$ cat config.mk
export PLATFORM = sky130hd
export DESIGN_NAME = iq_age_scheduler
export DESIGN_NICKNAME = d
export VERILOG_FILES = /design/src/rtl/iq_age_scheduler.sv
export SDC_FILE = /design/constraint.sdc
export NUM_CORES = 1
export LEC_CHECK = 0
export CAP_MARGIN = 5
export CORE_MARGIN = 3
export CORE_UTILIZATION = 35
export CTS_CLUSTER_DIAMETER = 100
export DETAILED_ROUTE_END_ITERATION = 12
export PLACE_DENSITY = 0.7
export SETUP_SLACK_MARGIN = 0.02
export SYNTH_ARGS = -nofsm -noshare
export SYNTH_HDL_FRONTEND = slang
export SYNTH_SLANG_ARGS = --single-unit
$ cat constraint.sdc
create_clock -name clock -period 7.6 [get_ports clock]
set_input_delay 1.52 -clock clock [delete_from_list [all_inputs] [get_ports clock]]
set_output_delay 1.52 -clock clock [all_outputs]
set_load 0.02 [all_outputs]
$ cat src/rtl/iq_age_scheduler.sv
// iq_age_scheduler: valid vector, head/tail pointers and oldest-ready issue pick for one issue queue.
module iq_age_scheduler #(
  parameter int QUEUE_SIZE = 8,
  parameter int IDX_W = $clog2(QUEUE_SIZE)
) (
  input  logic                  clock,
  input  logic                  reset_n,
  input  logic                  flush,
  input  logic                  enq_valid,
  output logic                  enq_ready,
  output logic [IDX_W-1:0]      enq_idx,
  input  logic [QUEUE_SIZE-1:0] slot_rdy,
  output logic                  iss_valid,
  output logic [QUEUE_SIZE-1:0] iss_oh,
  input  logic                  iss_ready,
  output logic [QUEUE_SIZE-1:0] valid_vec,
  output logic [QUEUE_SIZE-1:0] head_oh,
  output logic [QUEUE_SIZE-1:0] tail_oh,
  output logic [IDX_W:0]        count
);
  localparam int CW = IDX_W + 1;
  logic [QUEUE_SIZE-1:0] valid_q, valid_d, head_q, head_d, tail_q, tail_d;
  logic [QUEUE_SIZE-1:0] cand, enq_set, iss_clr, nv;
  logic [CW-1:0]         count_q, count_d;
  logic                  enq_fire, iss_fire;
  function automatic logic [QUEUE_SIZE-1:0] lsb(input logic [QUEUE_SIZE-1:0] x);
    return x & (~x + QUEUE_SIZE'(1));
  endfunction
  // Circular first-set search: bits at or above the start pointer win, else wrap to bit 0.
  function automatic logic [QUEUE_SIZE-1:0] pick(input logic [QUEUE_SIZE-1:0] v,
                                                 input logic [QUEUE_SIZE-1:0] s);
    logic [QUEUE_SIZE-1:0] hi;
    hi = v & ~(s - QUEUE_SIZE'(1));
    return (|hi) ? lsb(hi) : lsb(v);
  endfunction
  always_comb begin
    enq_idx = '0;
    for (int i = 0; i < QUEUE_SIZE; i++)
      if (tail_q[i]) enq_idx = enq_idx | IDX_W'(i);
  end
  always_comb begin
    enq_ready = ~|(valid_q & tail_q) & ~flush;
    cand      = valid_q & slot_rdy;
    iss_valid = |cand & ~flush;
    iss_oh    = iss_valid ? pick(cand, head_q) : '0;
    enq_fire  = enq_valid & enq_ready;
    iss_fire  = iss_valid & iss_ready;
    enq_set   = enq_fire ? tail_q : '0;
    iss_clr   = iss_fire ? iss_oh : '0;
    nv        = (valid_q & ~iss_clr) | enq_set;
    tail_d    = flush ? QUEUE_SIZE'(1) : enq_fire ? {tail_q[QUEUE_SIZE-2:0], tail_q[QUEUE_SIZE-1]} : tail_q;
    head_d    = flush ? QUEUE_SIZE'(1) : ~|nv ? tail_d : pick(nv, head_q);
    valid_d   = flush ? '0 : nv;
    count_d   = flush ? '0 : count_q + CW'(enq_fire) - CW'(iss_fire);
  end
  always_ff @(posedge clock or negedge reset_n) begin
    if (!reset_n) begin
      valid_q <= '0;
      head_q  <= QUEUE_SIZE'(1);
      tail_q  <= QUEUE_SIZE'(1);
      count_q <= '0;
    end else begin
      valid_q <= valid_d;
      head_q  <= head_d;
      tail_q  <= tail_d;
      count_q <= count_d;
    end
  end
  always @(posedge clock) begin
    if (reset_n) begin
      assert ($countones(valid_q) == int'(count_q));
      assert ($onehot(head_q) && $onehot(tail_q));
    end
  end
  assign valid_vec = valid_q;
  assign head_oh   = head_q;
  assign tail_oh   = tail_q;
  assign count     = count_q;
endmodule

==> metrics.txt, run 1 <==
combined area of the multi-input logic cells=~1500 um2; critical-path cell list=clkdlybuf4s50_1, a222oi_1, nand3_1, o32ai_1, nand2_1, nor2_1, clkdlybuf4s50_1; number of hold violations in the final report=0; Worst Hold Launch=count[0]; Post-Synthesis Mean Instance Area=8.124 um2; Yosys warning count=0; final wirelength=between 7000 and 8000 um; post-cts hold buffer count=0; IO buf count=53; share of synthesized flip-flops with an asynchronous set or reset=1.000; number of standard cells after synthesis=between 200 and 300; count of different cell masters after synthesis=70; worst vdd ir=between 0.00009 and 0.0001 V; final clock skew=between 0.007 and 0.008 ns; worst-case setup slack after placement=around 2.0 ns; die area=7602 um2; H-tree levels=1; launch point of the worst reg-to-reg path=head_oh[0]; post-DR wirelength/cell=about 18 um; wire length of the first global-routing pass=~12000 um; CTS clk-pin slew, worst paths=roughly 0.09 ns; Yosys top cell area share=0.2820; worst reg2reg endpoint=head_oh[5]; Crit-path slowest cell=sky130_fd_sc_hd__a222oi_1; max-slew violations=0; worst reg-to-reg path cell count=11; worst min-delay path endpoint=count[0]; Post-Synthesis Net Count=about 300; power density of the placed cells=approximately 130 nW/um2; Crit path buffers/inverters=2; nature of the critical path endpoint=output port; cell family contributing the most delay on the critical path=buffers and inverters; total design power=between 0.3 and 0.4 mW; antenna violations before repair=0; total of flip-flops plus latches after synthesis=28; dominant cells by area after synthesis=sky130_fd_sc_hd__dfrtp_1 (28%), sky130_fd_sc_hd__nand2_1 (7.0%), sky130_fd_sc_hd__nor2_1 (5.5%); count of final setup violators=0; Highest Clock Rate=approximately 0.18 GHz; Final #Nets=356; slowest stage delay, CP=about 0.65 ns; status=finished, final reports clean; Max Buffers Root-to-Sink=2; Arrival @ worst endpoint=4.18 ns; GRT overflow=0; Num Clock Sinks=28; flop-to-flop setup slack=~4 ns; hold depth=2; critical path startpoint=slot_rdy[0]; number of fill cells=slightly below 600; core area=6166 um2; maximum number of pins on one net before global-route repair=33; leakage power=1.224 nW; effective utilization at floorplan=0.3742; clock insertion delay at the later pin of the skew report=between 0.2 and 0.3 ns; RSZ-0062 raised after global routing=no; TritonCTS clock tree=done; hold_ws=~0.63 ns; number of ports placed on the die boundary=54; length of the first detailed-routing pass in iterations=5; share of final-layout standard cells stronger than drive strength 1=0.08036; CP required=between 6 and 7 ns; library cell appearing most often on the critical path=sky130_fd_sc_hd__clkdlybuf4s50_1; hpwl dp=approximately 5700 um; maximum fanout along the worst path=6; number of enable flip-flop cells after synthesis=0; die outline height=between 80 and 90 um; summed negative setup slack over all endpoints=0 ns; measured slew at the worst slew-check pin=around 0.64 ns; via count of the first global-routing pass=around 2500; n_diodes=0; Area Overhead vs Synth=28.63%; horizontal die dimension=a little under 90 um; setup fix buffers added after clock tree synthesis=0; number of buffers inserted during clock tree synthesis=3; Antenna Violating Nets Remaining=0; placement row count=28; placed cell count=407; detailed router's first-iteration violation count=225; post-synthesis sequential area ratio=0.3048; type of the tightest min-delay check=register to register; number of maximum-capacitance violations=0; Critical Path Source Type=input pin; area used by sequential logic in the layout=approximately 700 um2; dominant synthesized flop cell=sky130_fd_sc_hd__dfrtp_1; number of gates given a new drive strength after cts=0; area of the mapped netlist=~2300 um2; cell taking the most area after synthesis=sky130_fd_sc_hd__dfrtp_1; GPL Wtd Cong=about 0.9; Rel. slew slack=0.5738; final worst path period need=between 5 and 6 ns; Crit Path Category=input pin to output port; number of standard cells in the layout, taps in and fillers out=411; total routing resource utilization after global routing=0.2037; via total after detailed routing=approximately 2500; worst setup margin=roughly 1.9 ns; post-DR vias/cell=around 6; root buffer cell=sky130_fd_sc_hd__clkbuf_8; DRC violations left=0; Final Cycle Share=0.7499
through the flow:
step | utilization | instance area [um2]
3_3_place_gp | 0.4724 | 2913
5_1_grt | 0.4813 | 2968
4_1_cts | 0.4813 | 2968
3_5_place_dp | 0.4724 | 2913
2_1_floorplan | - | 2307
6_report | 0.4813 | 2968
state kept, by name (all words and copies together) (netlist names):
signal and flops:
tail_oh 8, head_oh 8, valid_vec 8, count 4
report_power, final:
part | total (mW) | internal, mW | switching [mW] | leakage [nW]
Sequential | 0.170 | 0.158 | 0.0121 | 0.379
Combinational | 0.136 | 0.0564 | 0.0793 | 0.816
Clock | 0.0919 | 0.0464 | 0.0455 | 0.0288
Total | 0.398 | 0.261 | 0.137 | 1.22
per-layer routing:
layer | global-route usage | vias to the layer above | wire length [um]
met4 | 0.07671 | 0 | 176
met5 | 0 | - | 0
met2 | 0.3099 | 133 | 3280
li1 | - | 1153 | -
met1 | 0.2922 | 1201 | 3440
met3 | 0.02838 | 16 | 580
how the worst max path moves through the flow:
stage,endpoint,slack [ns],depth (start not counted)
floorplan,iss_oh[5],3.09,5
global placement,iss_oh[7],2.03,7
detailed placement,iss_oh[7],1.96,7
CTS,iss_oh[7],1.94,7
global route,iss_oh[7],1.68,7
finish,iss_oh[7],1.90,7
worst reg2reg max path, delay by kind of cell (launching register included):
family	cells	cell delay, ns
compound gates	4	1.16
simple gates	5	1.17
buf+inv	1	0.13
fa+ha+maj	1	0.39
flops	1	0.65
synth_stat cells, types with 4 or more instances:
library cell and n:
sky130_fd_sc_hd__a21oi_1 21, sky130_fd_sc_hd__a22oi_1 4, sky130_fd_sc_hd__a31oi_1 4, sky130_fd_sc_hd__and2_1 6, sky130_fd_sc_hd__dfrtp_1 26, sky130_fd_sc_hd__ha_1 5
sky130_fd_sc_hd__inv_1 12, sky130_fd_sc_hd__nand2_1 43, sky130_fd_sc_hd__nand3_1 12, sky130_fd_sc_hd__nand4_1 5, sky130_fd_sc_hd__nor2_1 34, sky130_fd_sc_hd__nor2b_1 6
sky130_fd_sc_hd__nor3_1 5, sky130_fd_sc_hd__nor4_1 6, sky130_fd_sc_hd__o21ai_0 5, sky130_fd_sc_hd__xnor2_1 5
layout by cell type (no fill, tap or decap), types with 3 or more instances in the layout:
master	count
sky130_fd_sc_hd__xnor2_1	5
sky130_fd_sc_hd__nand2_1	43
sky130_fd_sc_hd__inv_1	12
sky130_fd_sc_hd__nor3_1	5
sky130_fd_sc_hd__nor2b_1	6
sky130_fd_sc_hd__xor2_1	3
sky130_fd_sc_hd__o21ai_0	5
sky130_fd_sc_hd__nor2_1	34
sky130_fd_sc_hd__buf_4	5
sky130_fd_sc_hd__o21a_1	3
sky130_fd_sc_hd__or4_1	3
sky130_fd_sc_hd__clkbuf_8	4
sky130_fd_sc_hd__a31oi_1	4
sky130_fd_sc_hd__ha_1	5
sky130_fd_sc_hd__nand4_1	5
sky130_fd_sc_hd__clkdlybuf4s50_1	53
sky130_fd_sc_hd__nor4_1	6
sky130_fd_sc_hd__and2_1	6
sky130_fd_sc_hd__a21oi_1	21
sky130_fd_sc_hd__a22oi_1	4
sky130_fd_sc_hd__dfrtp_1	26
sky130_fd_sc_hd__nand3_1	12
sky130_fd_sc_hd__a211oi_1	3
sky130_fd_sc_hd__o2111ai_1	3
layout make-up:
type	instances	area share
Inverter	13	0.01644
Timing Repair Buffer	58	0.1914
Sequential cell	28	0.2369
Multi-Input combinational cell	233	0.5051
Tap cell	75	0.03162
Clock buffer	4	0.01855
cell families after synthesis:
family                   Yosys count  share of synthesized area
AO/OA/AOI/OAI                     77                     0.2511
XOR/XNOR                           9                    0.03742
adder cells (fa/ha/maj)            6                    0.03579
buffers and inverters             23                    0.04555
flip-flops                        28                     0.3048
AND/OR/NAND/NOR                  141                     0.3254
(Power assumes the default switching activity.)
==> run 2: changes to the inputs <==
==> constraint.sdc (replaced) <==
create_clock -name clock -period 5.3 [get_ports clock]
set_input_delay 1.06 -clock clock [delete_from_list [all_inputs] [get_ports clock]]
set_output_delay 1.06 -clock clock [all_outputs]
set_load 0.02 [all_outputs]
==> run 2 against run 1 <==
- clock skew is essentially flat
- total power grew 52%
- via count shrank 0.32%
- largest power group unchanged
==> metrics.txt, run 2 (synthesis gave the netlist of run 1 again) <==
status=finished, final reports clean; Rel. slew slack=0.6301 (+0.05638); length of the first detailed-routing pass in iterations=5 (unchanged); via total after detailed routing=2495 (-0.32%); clock power share=0.273 (+0.042); net switching power=0.1952 mW (+43%); DRC violations left=0 (unchanged); IO buf count=53 (unchanged); hpwl dp=5705 um (+0.39%); post-DR vias/cell=6.027 (-1.0%); Antenna Violating Nets Remaining=0 (unchanged); CP required=4.24 ns (-1.84 ns); critical-path cell list=clkdlybuf4s50_1, nand3_1, o211a_1, o211ai_4, nor4_4, nor2_1, nor3_1, clkdlybuf4s50_1; placement row count=28 (unchanged); worst vdd ir=0.0001643 V (+67%); via count of the first global-routing pass=2393 (-2.8%); type of the tightest min-delay check=register to register; Crit path buffers/inverters=2 (unchanged); summed negative setup slack over all endpoints=0 ns (unchanged); wire length of the first global-routing pass=12060 um (-2.1%); Num Clock Sinks=28 (unchanged); library cell appearing most often on the critical path=sky130_fd_sc_hd__clkdlybuf4s50_1; final wirelength=7479 um (about the same); H-tree levels=1 (unchanged); leakage power=1.244 nW (+1.7%); RSZ-0062 raised after global routing=no; Crit-path slowest cell=sky130_fd_sc_hd__clkdlybuf4s50_1; maximum number of pins on one net before global-route repair=29 (-12%); GPL Wtd Cong=0.8851 (-2.1%); Final #Nets=359 (+0.84%); number of ports placed on the die boundary=54 (unchanged); post-cts hold buffer count=0 (unchanged); number of buffers inserted during clock tree synthesis=3 (unchanged); root buffer cell=sky130_fd_sc_hd__clkbuf_8; n_diodes=0 (unchanged); power density of the placed cells=201.5 nW/um2 (+50%); most frequent cells in the layout=sky130_fd_sc_hd__clkdlybuf4s50_1 (53), sky130_fd_sc_hd__nand2_1 (43), sky130_fd_sc_hd__nor2_1 (34); leading cell type in the layout, fill and taps excluded=sky130_fd_sc_hd__clkdlybuf4s50_1; maximum fanout along the worst path=7 (+1); switching portion of total power=0.3222 (-0.02179); Internal Power=0.4106 mW (+57%); die area=7602 um2 (unchanged); die outline height=87.19 um (unchanged); setup fix buffers added after clock tree synthesis=0 (unchanged); measured slew at the worst slew-check pin=0.5497 ns (-0.08964 ns); CTS clk-pin slew, worst paths=0.09 ns (about the same); nature of the critical path endpoint=output port; slowest stage delay, CP=0.63 ns (-0.02 ns); count of final setup violators=0 (unchanged); TritonCTS clock tree=done; area used by sequential logic in the layout=703.2 um2 (unchanged); total routing resource utilization after global routing=0.1990 (-0.004688); effective utilization at floorplan=0.3742 (unchanged); hold_ws=0.6342 ns (+0.002489 ns); number of maximum-capacitance violations=0 (unchanged); core area=6166 um2 (unchanged); Final Cycle Share=0.8787; antenna violations before repair=0 (unchanged); number of gates given a new drive strength after cts=0 (unchanged); horizontal die dimension=87.19 um (unchanged); clock insertion delay at the later pin of the skew report=0.28 ns (about the same); Arrival @ worst endpoint=3.60 ns (-0.58 ns); Critical Path Source Type=input pin; final worst path period need=roughly 4.7 ns; share of final-layout standard cells stronger than drive strength 1=0.08850 (+0.008138); number of fill cells=616 (+4.1%); combined area of the multi-input logic cells=1499 um2 (unchanged); detailed router's first-iteration violation count=239 (+6.2%); cell family contributing the most delay on the critical path=buffers and inverters; GRT overflow=0 (unchanged); Reg power frac=0.404 (-0.024); combinational fraction of design power=0.323 (-0.018); Crit Path Category=input pin to output port; max-slew violations=0 (unchanged); number of hold violations in the final report=0 (unchanged); final clock skew=0.007614 ns (+0.0001855 ns); Highest Clock Rate=0.2147 GHz; post-DR wirelength/cell=18.07 um (-0.70%); Max Buffers Root-to-Sink=2 (unchanged); Area Overhead vs Synth=30.31%
## run 2: cell count changes in the layout (fill, tap and decap cells not counted), sizes merged
cell / before / now
bufinv: 0 / 1
buf: 5 / 8
clkbuf: 4 / 3
## run 2: power groups by stage
stage | clock network, mW | logic (mW) | registers (mW)
final | 0.166 | 0.196 | 0.244
after global routing | 0.177 | 0.211 | 0.247
after CTS | 0.170 | 0.195 | 0.244
after detailed placement | 0 | 0.193 | 0.248
after global placement | 0 | 0.192 | 0.248
after floorplan | 0 | 0.112 | 0.256
## run 2: final timing paths
| check | slack, ns | depth (start not counted) | end | from |
|---|---|---|---|---|
| setup / recovery | 0.64 | 8 | iss_oh[0] | slot_rdy[0] |
| hold / removal | 0.63 | 2 | count[0] | count[0] |
| setup reg to reg | 1.69 | 11 | head_oh[4] | head_oh[0] |
| hold reg to reg | 0.63 | 2 | count[0] | count[0] |
| max in group asynchronous | 3.84 | 2 | tail_oh[0] | reset_n |
| min in group asynchronous | 1.15 | 2 | valid_vec[4] | reset_n |
## run 2: cell type report
class | count | share of cell area
Multi-Input combinational cell | 233 | 0.4985
Sequential cell | 28 | 0.2339
Timing Repair Buffer | 61 | 0.1964
Tap cell | 75 | 0.03121
Inverter | 13 | 0.01623
Clock buffer | 3 | 0.01373
Clock inverter | 1 | 0.009988
## run 2: tightest hold or removal path: stages (launching register included)
cell and delay, ns:
sky130_fd_sc_hd__dfrtp_1 0.36, sky130_fd_sc_hd__ha_1 0.13, sky130_fd_sc_hd__nor2b_1 0.11
## run 2: routing by layer
layer / track usage / vias to the layer above / wire length, um
met2: 0.3126 / 127 / 3370
met4: 0.05858 / 0 / 134
met1: 0.2860 / 1180 / 3392
met5: 0 / - / 0
met3: 0.02460 / 13 / 582
li1: - / 1175 / -
## run 2: through the flow
step                      power [mW]  cell area [um2]  setup slack (ns)  utilization  std cells
final                         0.6058             3007            0.6429       0.4876        414
after global placement        0.4401             2935            0.7543       0.4761        410
after detailed placement      0.4413             2935            0.6671       0.4761        410
after global routing          0.6349             3007            0.5300       0.4876        414
after CTS                     0.6090             3007            0.6658       0.4876        414
after floorplan               0.3679             2307             1.707            -        284
